## src/rtl/riscv_pkg.sv

```systemverilog
// Shared RISC-V front-end definitions: opcodes, fetch FSM encoding, default XLEN.
// FETCH_MISALIGN_CHECK_EN adds the HALT state used after a misaligned redirect.
package riscv_pkg;

  localparam int unsigned XLEN_DEFAULT = 32;
  localparam int unsigned OPC_W        = 7;

  // Major opcodes decoded by the main controller
  localparam logic [OPC_W-1:0] OPC_LOAD   = 7'b0000011;
  localparam logic [OPC_W-1:0] OPC_OP_IMM = 7'b0010011;
  localparam logic [OPC_W-1:0] OPC_AUIPC  = 7'b0010111;
  localparam logic [OPC_W-1:0] OPC_STORE  = 7'b0100011;
  localparam logic [OPC_W-1:0] OPC_OP     = 7'b0110011;
  localparam logic [OPC_W-1:0] OPC_LUI    = 7'b0110111;
  localparam logic [OPC_W-1:0] OPC_BRANCH = 7'b1100011;
  localparam logic [OPC_W-1:0] OPC_JALR   = 7'b1100111;
  localparam logic [OPC_W-1:0] OPC_JAL    = 7'b1101111;

  typedef enum logic [2:0] {
    ST_IDLE = 3'd0,
    ST_REQ  = 3'd1,
    ST_HOLD = 3'd2,
    ST_KILL = 3'd3
`ifdef FETCH_MISALIGN_CHECK_EN
    , ST_HALT = 3'd4
`endif
  } fetch_state_t;

endpackage

```

## src/rtl/fetch_unit_if.sv

```systemverilog
// Fetch-stage bus bundle: instruction-memory handshake, decode handshake, redirect.
import riscv_pkg::*;

interface fetch_unit_if #(
  parameter int unsigned XLEN = XLEN_DEFAULT
) ();
  logic             imem_req;
  logic [XLEN-1:0]  imem_addr;
  logic             imem_rsp_valid;
  logic [XLEN-1:0]  imem_rdata;
  logic [XLEN-1:0]  instr;
  logic [OPC_W-1:0] opc;
  logic [XLEN-1:0]  pc;
  logic [XLEN-1:0]  pc_plus4;
  logic             instr_valid;
  logic             instr_ready;
  logic             redirect;
  logic [XLEN-1:0]  redirect_target;
  logic             misalign;

  modport master (
    output imem_req, imem_addr, instr, opc, pc, pc_plus4, instr_valid, misalign,
    input  imem_rsp_valid, imem_rdata, instr_ready, redirect, redirect_target
  );

  modport slave (
    input  imem_req, imem_addr, instr, opc, pc, pc_plus4, instr_valid, misalign,
    output imem_rsp_valid, imem_rdata, instr_ready, redirect, redirect_target
  );
endinterface

```

## src/rtl/pc_register.sv

```systemverilog
// Program counter register with load enable and asynchronous reset to RESET_PC.
module pc_register #(
  parameter int unsigned     XLEN     = 32,
  parameter logic [XLEN-1:0] RESET_PC = '0
) (
  input  logic            clk,
  input  logic            rst,
  input  logic            load,
  input  logic [XLEN-1:0] d,
  output logic [XLEN-1:0] q
);

  always_ff @(posedge clk or posedge rst) begin
    if (rst)       q <= RESET_PC;
    else if (load) q <= d;
  end

endmodule

```

## src/rtl/fetch_unit.sv

```systemverilog
// Instruction fetch stage: one outstanding imem request, instruction register, redirects.
// FETCH_MISALIGN_CHECK_EN: misaligned redirect targets set sticky misalign and halt fetch.
module fetch_unit
  import riscv_pkg::*;
#(
  parameter int unsigned     XLEN     = XLEN_DEFAULT,
  parameter logic [XLEN-1:0] RESET_PC = '0
) (
  input logic          clk,
  input logic          rst,
  fetch_unit_if.master fif
);

  fetch_state_t    state_q, state_d;
  logic [XLEN-1:0] pc_q, pc_d, instr_q, target_c;
  logic            pc_load, instr_load;

`ifdef FETCH_MISALIGN_CHECK_EN
  logic misalign_q, misalign_set, bad_target_c;
  assign target_c     = fif.redirect_target;
  assign bad_target_c = |fif.redirect_target[1:0];
`else
  // Low address bits are dropped so every target is word aligned
  assign target_c = fif.redirect_target & ~XLEN'(3);
`endif

  pc_register #(.XLEN(XLEN), .RESET_PC(RESET_PC)) u_pc (
    .clk  (clk),
    .rst  (rst),
    .load (pc_load),
    .d    (pc_d),
    .q    (pc_q)
  );

  always_ff @(posedge clk or posedge rst) begin
    if (rst) state_q <= ST_IDLE;
    else     state_q <= state_d;
  end

  always_comb begin
    state_d    = state_q;
    pc_load    = 1'b0;
    pc_d       = pc_q;
    instr_load = 1'b0;
`ifdef FETCH_MISALIGN_CHECK_EN
    misalign_set = 1'b0;
`endif
    case (state_q)
      ST_IDLE: state_d = ST_REQ;
      ST_REQ: begin
        if (fif.redirect) begin
          pc_load = 1'b1;
          pc_d    = target_c;
          state_d = fif.imem_rsp_valid ? ST_REQ : ST_KILL;
        end else if (fif.imem_rsp_valid) begin
          instr_load = 1'b1;
          state_d    = ST_HOLD;
        end
      end
      ST_KILL: begin
        if (fif.redirect) begin
          pc_load = 1'b1;
          pc_d    = target_c;
        end
        if (fif.imem_rsp_valid) state_d = ST_REQ;
      end
      ST_HOLD: begin
        if (fif.redirect) begin
          pc_load = 1'b1;
          pc_d    = target_c;
          state_d = ST_REQ;
        end else if (fif.instr_ready) begin
          pc_load = 1'b1;
          pc_d    = pc_q + XLEN'(4);
          state_d = ST_REQ;
        end
      end
`ifdef FETCH_MISALIGN_CHECK_EN
      ST_HALT: state_d = ST_HALT;
`endif
      default: state_d = ST_IDLE;
    endcase
`ifdef FETCH_MISALIGN_CHECK_EN
    // A misaligned target overrides every redirect action: nothing is loaded
    if (fif.redirect && bad_target_c &&
        (state_q == ST_REQ || state_q == ST_KILL || state_q == ST_HOLD)) begin
      pc_load      = 1'b0;
      instr_load   = 1'b0;
      misalign_set = 1'b1;
      state_d      = ST_HALT;
    end
`endif
  end

  always_ff @(posedge clk or posedge rst) begin
    if (rst)             instr_q <= '0;
    else if (instr_load) instr_q <= fif.imem_rdata;
  end

`ifdef FETCH_MISALIGN_CHECK_EN
  always_ff @(posedge clk or posedge rst) begin
    if (rst)               misalign_q <= 1'b0;
    else if (misalign_set) misalign_q <= 1'b1;
  end
  assign fif.misalign = misalign_q;
`else
  assign fif.misalign = 1'b0;
`endif

  assign fif.imem_req    = (state_q == ST_REQ);
  assign fif.imem_addr   = pc_q;
  assign fif.instr_valid = (state_q == ST_HOLD);
  assign fif.instr       = instr_q;
  assign fif.opc         = instr_q[OPC_W-1:0];
  assign fif.pc          = pc_q;
  assign fif.pc_plus4    = pc_q + XLEN'(4);

endmodule
```

## src/flat_wrapper.sv

```systemverilog
// flat-port wrapper written by rule: the top's interface ports become plain ports
module fetch_unit_flat import riscv_pkg::*;
#(
  parameter int unsigned     XLEN     = XLEN_DEFAULT,
  parameter logic [XLEN-1:0] RESET_PC = '0
)
  (clk, rst, fif_imem_req, fif_imem_addr, fif_instr, fif_opc, fif_pc, fif_pc_plus4, fif_instr_valid, fif_misalign, fif_imem_rsp_valid, fif_imem_rdata, fif_instr_ready, fif_redirect, fif_redirect_target);
  fetch_unit_if #(.XLEN(XLEN)) fif_i ();
  input logic clk;
  input logic rst;
  output wire logic [$bits(fif_i.imem_req)-1:0] fif_imem_req;
  output wire logic [$bits(fif_i.imem_addr)-1:0] fif_imem_addr;
  output wire logic [$bits(fif_i.instr)-1:0] fif_instr;
  output wire logic [$bits(fif_i.opc)-1:0] fif_opc;
  output wire logic [$bits(fif_i.pc)-1:0] fif_pc;
  output wire logic [$bits(fif_i.pc_plus4)-1:0] fif_pc_plus4;
  output wire logic [$bits(fif_i.instr_valid)-1:0] fif_instr_valid;
  output wire logic [$bits(fif_i.misalign)-1:0] fif_misalign;
  input wire logic [$bits(fif_i.imem_rsp_valid)-1:0] fif_imem_rsp_valid;
  input wire logic [$bits(fif_i.imem_rdata)-1:0] fif_imem_rdata;
  input wire logic [$bits(fif_i.instr_ready)-1:0] fif_instr_ready;
  input wire logic [$bits(fif_i.redirect)-1:0] fif_redirect;
  input wire logic [$bits(fif_i.redirect_target)-1:0] fif_redirect_target;
  assign fif_imem_req = fif_i.imem_req;
  assign fif_imem_addr = fif_i.imem_addr;
  assign fif_instr = fif_i.instr;
  assign fif_opc = fif_i.opc;
  assign fif_pc = fif_i.pc;
  assign fif_pc_plus4 = fif_i.pc_plus4;
  assign fif_instr_valid = fif_i.instr_valid;
  assign fif_misalign = fif_i.misalign;
  assign fif_i.imem_rsp_valid = fif_imem_rsp_valid;
  assign fif_i.imem_rdata = fif_imem_rdata;
  assign fif_i.instr_ready = fif_instr_ready;
  assign fif_i.redirect = fif_redirect;
  assign fif_i.redirect_target = fif_redirect_target;
  fetch_unit #(.XLEN(XLEN), .RESET_PC(RESET_PC)) u_core (.clk(clk), .rst(rst), .fif(fif_i));
endmodule
```

## config.mk

```make
export PLATFORM = sky130hd
export DESIGN_NAME = fetch_unit_flat
export DESIGN_NICKNAME = d
export VERILOG_FILES = /design/src/rtl/riscv_pkg.sv /design/src/rtl/fetch_unit_if.sv /design/src/rtl/pc_register.sv /design/src/rtl/fetch_unit.sv /design/src/flat_wrapper.sv
export SDC_FILE = /design/constraint.sdc
export NUM_CORES = 1
export LEC_CHECK = 0
export CAP_MARGIN = 40
export CELL_PAD_IN_SITES_DETAIL_PLACEMENT = 0
export CELL_PAD_IN_SITES_GLOBAL_PLACEMENT = 2
export CORE_MARGIN = 8
export CORE_UTILIZATION = 27
export CTS_CLUSTER_DIAMETER = 120
export DETAILED_ROUTE_END_ITERATION = 7
export PLACE_DENSITY_LB_ADDON = 0.2
export SLEW_MARGIN = 20
export SYNTH_ARGS = -nofsm -noshare
export SYNTH_HDL_FRONTEND = slang
export SYNTH_HIERARCHICAL = 1
export SYNTH_SLANG_ARGS = --single-unit
```

## constraint.sdc

```tcl
create_clock -name clk -period 5.32 [get_ports clk]
set_input_delay 0.532 -clock clk [delete_from_list [all_inputs] [get_ports clk]]
set_output_delay 0.532 -clock clk [all_outputs]
set_load 0.005 [all_outputs]
```

# Word-level counts from Yosys, hierarchy flattened
# Cells that the tools add are included.
dict set report word_totals {
  register_bits 67
  wordCells 34
  in_bits 69
  out_inout_bits 138
}
dict set report op_classes {
  reduce_logical 5
  n_mux 18
  eq_ne 7
  add_sub_neg 1
}
# operator n
set op_table {}
lappend op_table {{$mux W32} 3}
lappend op_table {{$pmux W32 S2} 1}
lappend op_table {{$add A32 B3 Y32 const B} 1}
lappend op_table {{$mux W3} 5}
lappend op_table {{$pmux W3 S4} 1}
lappend op_table {{$eq A3 B2 Y1 const B} 2}
lappend op_table {{$mux W1} 6}
lappend op_table {{$ne A3 B1 Y1 const B} 2}
lappend op_table {{$reduce_and A4 Y1} 1}
lappend op_table {{$eq A3 B1 Y1 const B} 1}
lappend op_table {{$logic_not A3 Y1} 1}
lappend op_table {{$reduce_and A3 Y1} 1}
lappend op_table {{$mux W2} 1}
lappend op_table {{$ne A2 B1 Y1 const B} 1}
lappend op_table {{$ne A2 B2 Y1 const B} 1}
lappend op_table {{$pmux W1 S2} 1}
lappend op_table {{$reduce_bool A2 Y1} 1}
lappend op_table {{$reduce_or A2 Y1} 1}

# Longest topological paths before layout
# Gate-level depths: netlist of run 1.
dict set report depth {
  word_depth 4
  ltp_mapped 8
  mapped_depth_nobuf 7
}

# Modules after synthesis
# Netlist of run 1, hierarchy kept.
# module area_each_um2 cells_per_inst seq_area_each_um2 instances
set by_module_without_submodules {}
lappend by_module_without_submodules {fetch_unit 3539.6 437 850.8 1}
lappend by_module_without_submodules {pc_register 1348.8 69 800.8 1}

# Worst setup path after synthesis of run 1
# No wires, ideal clock.
dict set report synth_timing {
  path_type {reg-to-output}
  from {reg u_core.u_pc.q[2]}
  to {out fif_pc_plus4[28]}
  required_ns 4.788
  n_path_buf 0
  t_arrival_ns 1.838
  stages_incl_launch_ff 6
  setup_slack_ns 2.950
  cell_sequence {dfrtp_1 ha_1 nand3_4 or4_4 nor3_4 xor2_1}
}
dict set report synth_via {
  elab_chain_len 1
}
# element line_no
set synth_lines {}
lappend synth_lines {{from (decl)} pc_register.sv:10} ;# output logic [XLEN-1:0] q
lappend synth_lines {{from (signal assigned)} pc_register.sv:14} ;# if (rst) q <= RESET_PC;
lappend synth_lines {{from (signal assigned)} pc_register.sv:15} ;# else if (load) q <= d;
lappend synth_lines {{$add A32 B3 Y32} fetch_unit.sv:116} ;# assign fif.pc_plus4 = pc_q + XLEN'(4);
lappend synth_lines {{to (decl)} flat_wrapper.sv:16} ;# output wire logic [$bits(fif_i.pc_plus4)-1:0] fif_pc_plus4;
# No other way between the ends.

# Final worst setup path of run 1
dict set report layout_timing {
  from {reg u_core.u_pc.q[2]}
  to {out fif_pc_plus4[30]}
}
# The elaborated chain is that of the path after synthesis.

==> impl_metrics.env, run 1 <==
export IMPL_ys_ff_latch=66
export IMPL_start_kind="flip-flop"
export IMPL_grt_ovfl_total=0
export IMPL_netSwitchingFraction_pct=32.8
export IMPL_grt_pass1_vias=4659
export IMPL_start_util_pct=27.4
export IMPL_die_height_um=151
export IMPL_relSlewSlack_pct=43.9
export IMPL_num_rows=49
export IMPL_yosys_area_top_type="dfrtp_1"
export IMPL_slowest_delay_ns=0.60
export IMPL_p_int_w=0.00195
export IMPL_syn_num_nets=576
export IMPL_pre_cts_slack_ns=2.16
export IMPL_finalSetupTns_ns=0
export IMPL_outcome="completed"
export IMPL_synth_area_um2=4890
export IMPL_cts_tree="done"
export IMPL_critPathMaxFanout=9
export IMPL_grt_total_usage_pct=15.9
export IMPL_clk_pin_slew_worst_paths_ns=0.06
export IMPL_place_hpwl_um=12800
export IMPL_cap_violations=0
export IMPL_avgRoutedWirePerCell_um=20.2
export IMPL_ant_nets=0
export IMPL_first_pass_iters=4
export IMPL_fin_nets=726
export IMPL_syn_avg_cell_area_um2=9.66
export IMPL_first_iter_violations=237
export IMPL_worst_slack_ns=1.80
export IMPL_synth_async_reset_ratio_pct=100
export IMPL_clockPowerShare_pct=20.9
export IMPL_final_common_cell="clkdlybuf4s50_1"
export IMPL_via_per_inst=4.91
export IMPL_finalCritPeriodShare_pct=66.1
export IMPL_crit_buf_inv=1
export IMPL_worst_slew_pin_slew_ns=0.841
export IMPL_ir_worst_vdd_mv=0.165
export IMPL_final_cell_mix="clkdlybuf4s50_1 (202), dfrtp_1 (66), nand2_1 (55), mux2_2 (35), mux2_4 (30)"
export IMPL_synth_warnings=6
export IMPL_die_area_um2=22700
export IMPL_grt_max_degree=49
export IMPL_antenna_found_initial=0
export IMPL_drive_gt1_share_pct=15.9
export IMPL_io_buffer_count=203
export IMPL_synth_top_area_share_pct=33.8
export IMPL_fp_coreArea_um2=17800
export IMPL_ios=207
export IMPL_fmax_ghz=0.284
export IMPL_synth_cells=506
export IMPL_power_density_nw_per_um2=409
export IMPL_nFillCells=1777
export IMPL_vias=4373
export IMPL_synthFlopType="dfrtp_1"
export IMPL_finalMaxSlewViolations=0
export IMPL_path_cells="ha_1 > nand3_4 > or4_4 > nor3_4 > xor2_1 > clkdlybuf4s50_1"
export IMPL_cts_hold_buf=0
export IMPL_clk_insertion_delay_late_ns=0.34
export IMPL_hold_viol=0
export IMPL_synthTopCellsByArea="dfrtp_1 (34%), mux2_4 (9.2%), mux2_2 (8.1%)"
export IMPL_power_leakage_nw=2.96
export IMPL_finalSetupViolCount=0
export IMPL_crit_required_ns=4.79
export IMPL_grt_pass1_wl_um=27700
export IMPL_place_gp_congestion=0.751
export IMPL_wl_um=18000
export IMPL_critPathKind="reg2out"
export IMPL_cp_slowest_cell="or4_4"
export IMPL_cts_root_buffer="clkbuf_16"
export IMPL_utilization_pct=39.7
export IMPL_crit_arrival_ns=2.99
export IMPL_area_growth_pct=44.8
export IMPL_clk_path_buf_depth=2
export IMPL_clock_sinks=66
export IMPL_period_needed_ns=3.52
export IMPL_htree_levels=3
export IMPL_end_kind="output pin"
export IMPL_post_cts_setup_buffers=0
export IMPL_pwr_share_comb_pct=47.1
export IMPL_p_seq_share_pct=32.1
export IMPL_numCtsBuffers=9
export IMPL_ctsResizeCount=0
export IMPL_critPathTopFamily="simple AND/OR/NAND/NOR gates"
export IMPL_fin_skew_ns=0.00802
export IMPL_netSwitchingPower_w=0.000952
export IMPL_hp_class="in2async"
export IMPL_synth_edf_count=0
export IMPL_drcViolationCount=0
export IMPL_diodes=0
export IMPL_synth_distinct_cells=56
export IMPL_ys_seq_area_share_pct=33.8
export IMPL_die_w_um=151
export IMPL_rsz0062_at_grt="false"
synthesized netlist by cell type (all sizes together) (8+ instances only):
library cell and instances:
dfrtp 66, mux2 65, buf 59, nand2 55
a21oi 24, nor2 23, o21ai 19, xnor2 17
clkbuf 16, nand3 16, mux2i 15, inv 12
a32o 11, xor2 11, and3 10, nor3 10
and2 8, nand4 8
registers in the layout, indices dropped and copies added, names as in the netlist:
name / cells
u_core/fif.instr: 32
u_core/u_pc/q: 32
u_core/state_q: 2
metal layers:
| layer | wire, um | track usage (%) | up-vias |
|---|---|---|---|
| met4 | 245 | 4.80 | 0 |
| met2 | 8890 | 26.6 | 143 |
| met3 | 1250 | 4.27 | 20 |
| met1 | 7630 | 19.5 | 2149 |
| met5 | 0 | 0 | - |
| li1 | - | - | 2061 |
logic make-up (layout without fill, tap and decap cells):
kind of cell             after synthesis  after routing  share of synthesized area (%)
AND/OR/NAND/NOR                      149            149                           15.5
AO/OA/AOI/OAI                         93             93                           13.1
buffers and inverters                 88            243                           11.9
multiplexers                          80             80                           20.3
flip-flops                            66             66                           33.8
XOR/XNOR                              28             28                           5.02
adder cells (fa/ha/maj)                1              1                          0.256
other                                  1              1                         0.0767
per-stage QoR:
| step | instances | power, W | hold slack, ns | instance area [um^2] |
|---|---|---|---|---|
| 2_1_floorplan | 506 | 0.00156 | 0.505 | 4890 |
| 3_3_place_gp | 874 | 0.00231 | 0.488 | 6780 |
| 3_5_place_dp | 874 | 0.00233 | 0.494 | 6780 |
| 4_1_cts | 890 | 0.00296 | 0.375 | 7080 |
| 5_1_grt | 890 | 0.00310 | 0.403 | 7080 |
| 6_report | 890 | 0.00290 | 0.387 | 7080 |
layout make-up:
type / count / area [um^2] / share of cell area [%]
clock buffers: 10 / 229 / 3.23
clock inverters: 6 / 67.6 / 0.954
inverters: 12 / 45.0 / 0.636
multi-input cells: 352 / 2680 / 37.9
flip-flops and latches: 66 / 1650 / 23.3
well taps: 229 / 287 / 4.05
repair buffers: 215 / 2120 / 29.9
power groups by stage:
stage                     sequential [W]  combinational [W]  clock [W]
after floorplan                 0.000858           0.000704          0
after global placement          0.000931            0.00138          0
after detailed placement        0.000943            0.00139          0
after CTS                       0.000934            0.00140   0.000630
after global routing            0.000975            0.00147   0.000651
final                           0.000929            0.00136   0.000605
final timing paths:
kind / start / to / slack, ns / depth (start not counted)
worst max-delay path: u_core/u_pc/q[2] / fif_pc_plus4[30] / 1.80 / 6
worst min-delay path: rst / u_core/state_q[1] / 0.39 / 2
worst max register to register: u_core/state_q[1] / u_core/u_pc/q[11] / 2.53 / 6
worst min register to register: u_core/fif.instr[13] / u_core/fif.instr[13] / 0.50 / 1
max in group asynchronous: rst / u_core/u_pc/q[15] / 4.31 / 3
min in group clk: u_core/fif.instr[13] / u_core/fif.instr[13] / 0.50 / 1
Note: power is estimated with default switching activity, not from simulation.
==> run 2: changes to the inputs <==
- CORE_UTILIZATION: 27 -> 25
- clock period: 5.32 -> 3.4 ns (I/O delays scaled with it)
==> run 2 against run 1 <==
Effect of this change:
- routed wire length is 1.8% higher
- sequential power is 49% higher
- clock power is 47% higher
- setup slack worse by 1.6 ns
- flip-flop and latch count stayed put
- global-route usage is 0.80 points lower
- total power is 57% higher
==> impl_metrics.env, run 2 (synthesis results as in run 1) <==
export IMPL_clk_insertion_delay_late_ns=0.34
export IMPL_fmax_ghz=0.309
export IMPL_htree_levels=3
export IMPL_cp_slowest_cell="or4_4"
export IMPL_hp_class="in2async"
export IMPL_routedLengthMet1_um=7760
export IMPL_fin_nets=737
export IMPL_clk_path_buf_depth=2
export IMPL_period_needed_ns=3.23
export IMPL_slowest_delay_ns=0.58
export IMPL_critPathLaunch="u_core/u_pc/q[3]"
export IMPL_critPathMaxFanout=8
export IMPL_antenna_found_initial=0
export IMPL_diodes=0
export IMPL_cts_tree="done"
export IMPL_io_buffer_count=203
export IMPL_power_leakage_nw=3.00
export IMPL_rsz0062_at_grt="false"
export IMPL_ctsResizeCount=0
export IMPL_cap_violations=0
export IMPL_clk_pin_slew_worst_paths_ns=0.06
export IMPL_grt_total_usage_pct=15.1
export IMPL_power_density_nw_per_um2=630
export IMPL_worst_slew_pin_slew_ns=0.549
export IMPL_hold_viol=0
export IMPL_first_pass_iters=4
export IMPL_finalMaxSlewViolations=0
export IMPL_start_util_pct=25.3
export IMPL_top_layer_used="met4"
export IMPL_cts_hold_buf=0
export IMPL_route_met2_wl_um=9000
export IMPL_end_kind="output pin"
export IMPL_critPathKind="reg2out"
export IMPL_post_cts_setup_buffers=0
export IMPL_first_iter_violations=197
export IMPL_ir_worst_vdd_mv=0.183
export IMPL_cts_root_buffer="clkbuf_16"
export IMPL_relSlewSlack_pct=63.4
export IMPL_met3_length_um=1240
export IMPL_die_w_um=156
export IMPL_fp_coreArea_um2=19300
export IMPL_drive_gt1_share_pct=17.3
export IMPL_finalSetupTns_ns=0
export IMPL_ios=207
export IMPL_crit_arrival_ns=2.89
export IMPL_via_per_inst=4.74
export IMPL_die_height_um=156
export IMPL_area_growth_pct=47.5
export IMPL_grt_max_degree=35
export IMPL_num_rows=51
export IMPL_final_common_cell="clkdlybuf4s50_1"
export IMPL_start_kind="flip-flop"
export IMPL_vias=4439
export IMPL_rr_startpoint="u_core/u_pc/q[3]"
export IMPL_ant_nets=0
export IMPL_finalSetupViolCount=0
export IMPL_die_area_um2=24300
export IMPL_avgRoutedWirePerCell_um=19.6
export IMPL_fin_skew_ns=0.0126
export IMPL_critPathTopFamily="simple AND/OR/NAND/NOR gates"
export IMPL_drcViolationCount=0
export IMPL_finalCritPeriodShare_pct=95.1
export IMPL_place_hpwl_um=13500
export IMPL_path_cells="ha_1 > nand3_4 > or4_4 > nor3_4 > xor2_1 > clkdlybuf4s50_1"
export IMPL_final_cell_mix="clkdlybuf4s50_1 (202), dfrtp_1 (66), nand2_1 (55), mux2_2 (35), mux2_4 (30)"
export IMPL_crit_required_ns=3.06
export IMPL_grt_ovfl_total=0
export IMPL_timing_hold_ws_ns=0.447
export IMPL_crit_buf_inv=1
export IMPL_outcome="completed"
export IMPL_place_gp_congestion=0.768
export IMPL_clock_sinks=66
export IMPL_wl_um=18300
export IMPL_numCtsBuffers=9
export IMPL_grt_pass1_wl_um=28200
export IMPL_grt_pass1_vias=4777
export IMPL_nFillCells=1981
run 2: final cells by class:
type	count	area, um^2	share of cell area, %
Clock buffer	10	229	3.18
Multi-Input combinational cell	352	2680	37.2
Inverter	12	45.0	0.625
Sequential cell	66	1650	22.9
Tap cell	265	332	4.60
Clock inverter	6	43.8	0.607
Timing Repair Buffer	226	2220	30.9
run 2: tightest hold or removal path: cells and delay by family:
| family | cells | cell delay (ns) |
|---|---|---|
| buffers and inverters | 3 | 0.88 |
run 2: metrics by stage:
step	instance area [um^2]	util, %	worst slack, ns	cells	power, W
2_1_floorplan	4890	-	1.10	506	0.00244
3_3_place_gp	6930	35.8	0.514	920	0.00368
3_5_place_dp	6940	35.9	0.515	921	0.00371
4_1_cts	7210	37.3	0.117	937	0.00463
5_1_grt	7210	37.3	0.0532	937	0.00485
6_report	7210	37.3	0.165	937	0.00454
run 2: worst paths after layout:
path | endpoint | slack (ns) | cells after the start
worst max register to register | u_core/u_pc/q[28] | 0.86 | 7
max in group asynchronous | u_core/u_pc/q[6] | 2.58 | 3
worst max-delay path | fif_pc_plus4[28] | 0.17 | 6
worst min register to register | u_core/fif.instr[19] | 0.50 | 1
worst min-delay path | u_core/fif.instr[13] | 0.45 | 3
min in group clk | u_core/fif.instr[19] | 0.50 | 1
run 2: power breakdown:
| group | total (W) | internal, W | leakage (nW) | switching, W |
|---|---|---|---|---|
| Sequential | 0.00138 | 0.00103 | 0.795 | 0.000348 |
| Combinational | 0.00227 | 0.00148 | 2.09 | 0.000785 |
| Clock | 0.000890 | 0.000494 | 0.121 | 0.000396 |
| Total | 0.00454 | 0.00301 | 3.00 | 0.00153 |
run 2: routing by layer:
layer,global-route usage [%],up-vias
met1,17.9,2162
met5,0,-
li1,-,2092
met4,6.15,0
met3,3.55,23
met2,25.7,162
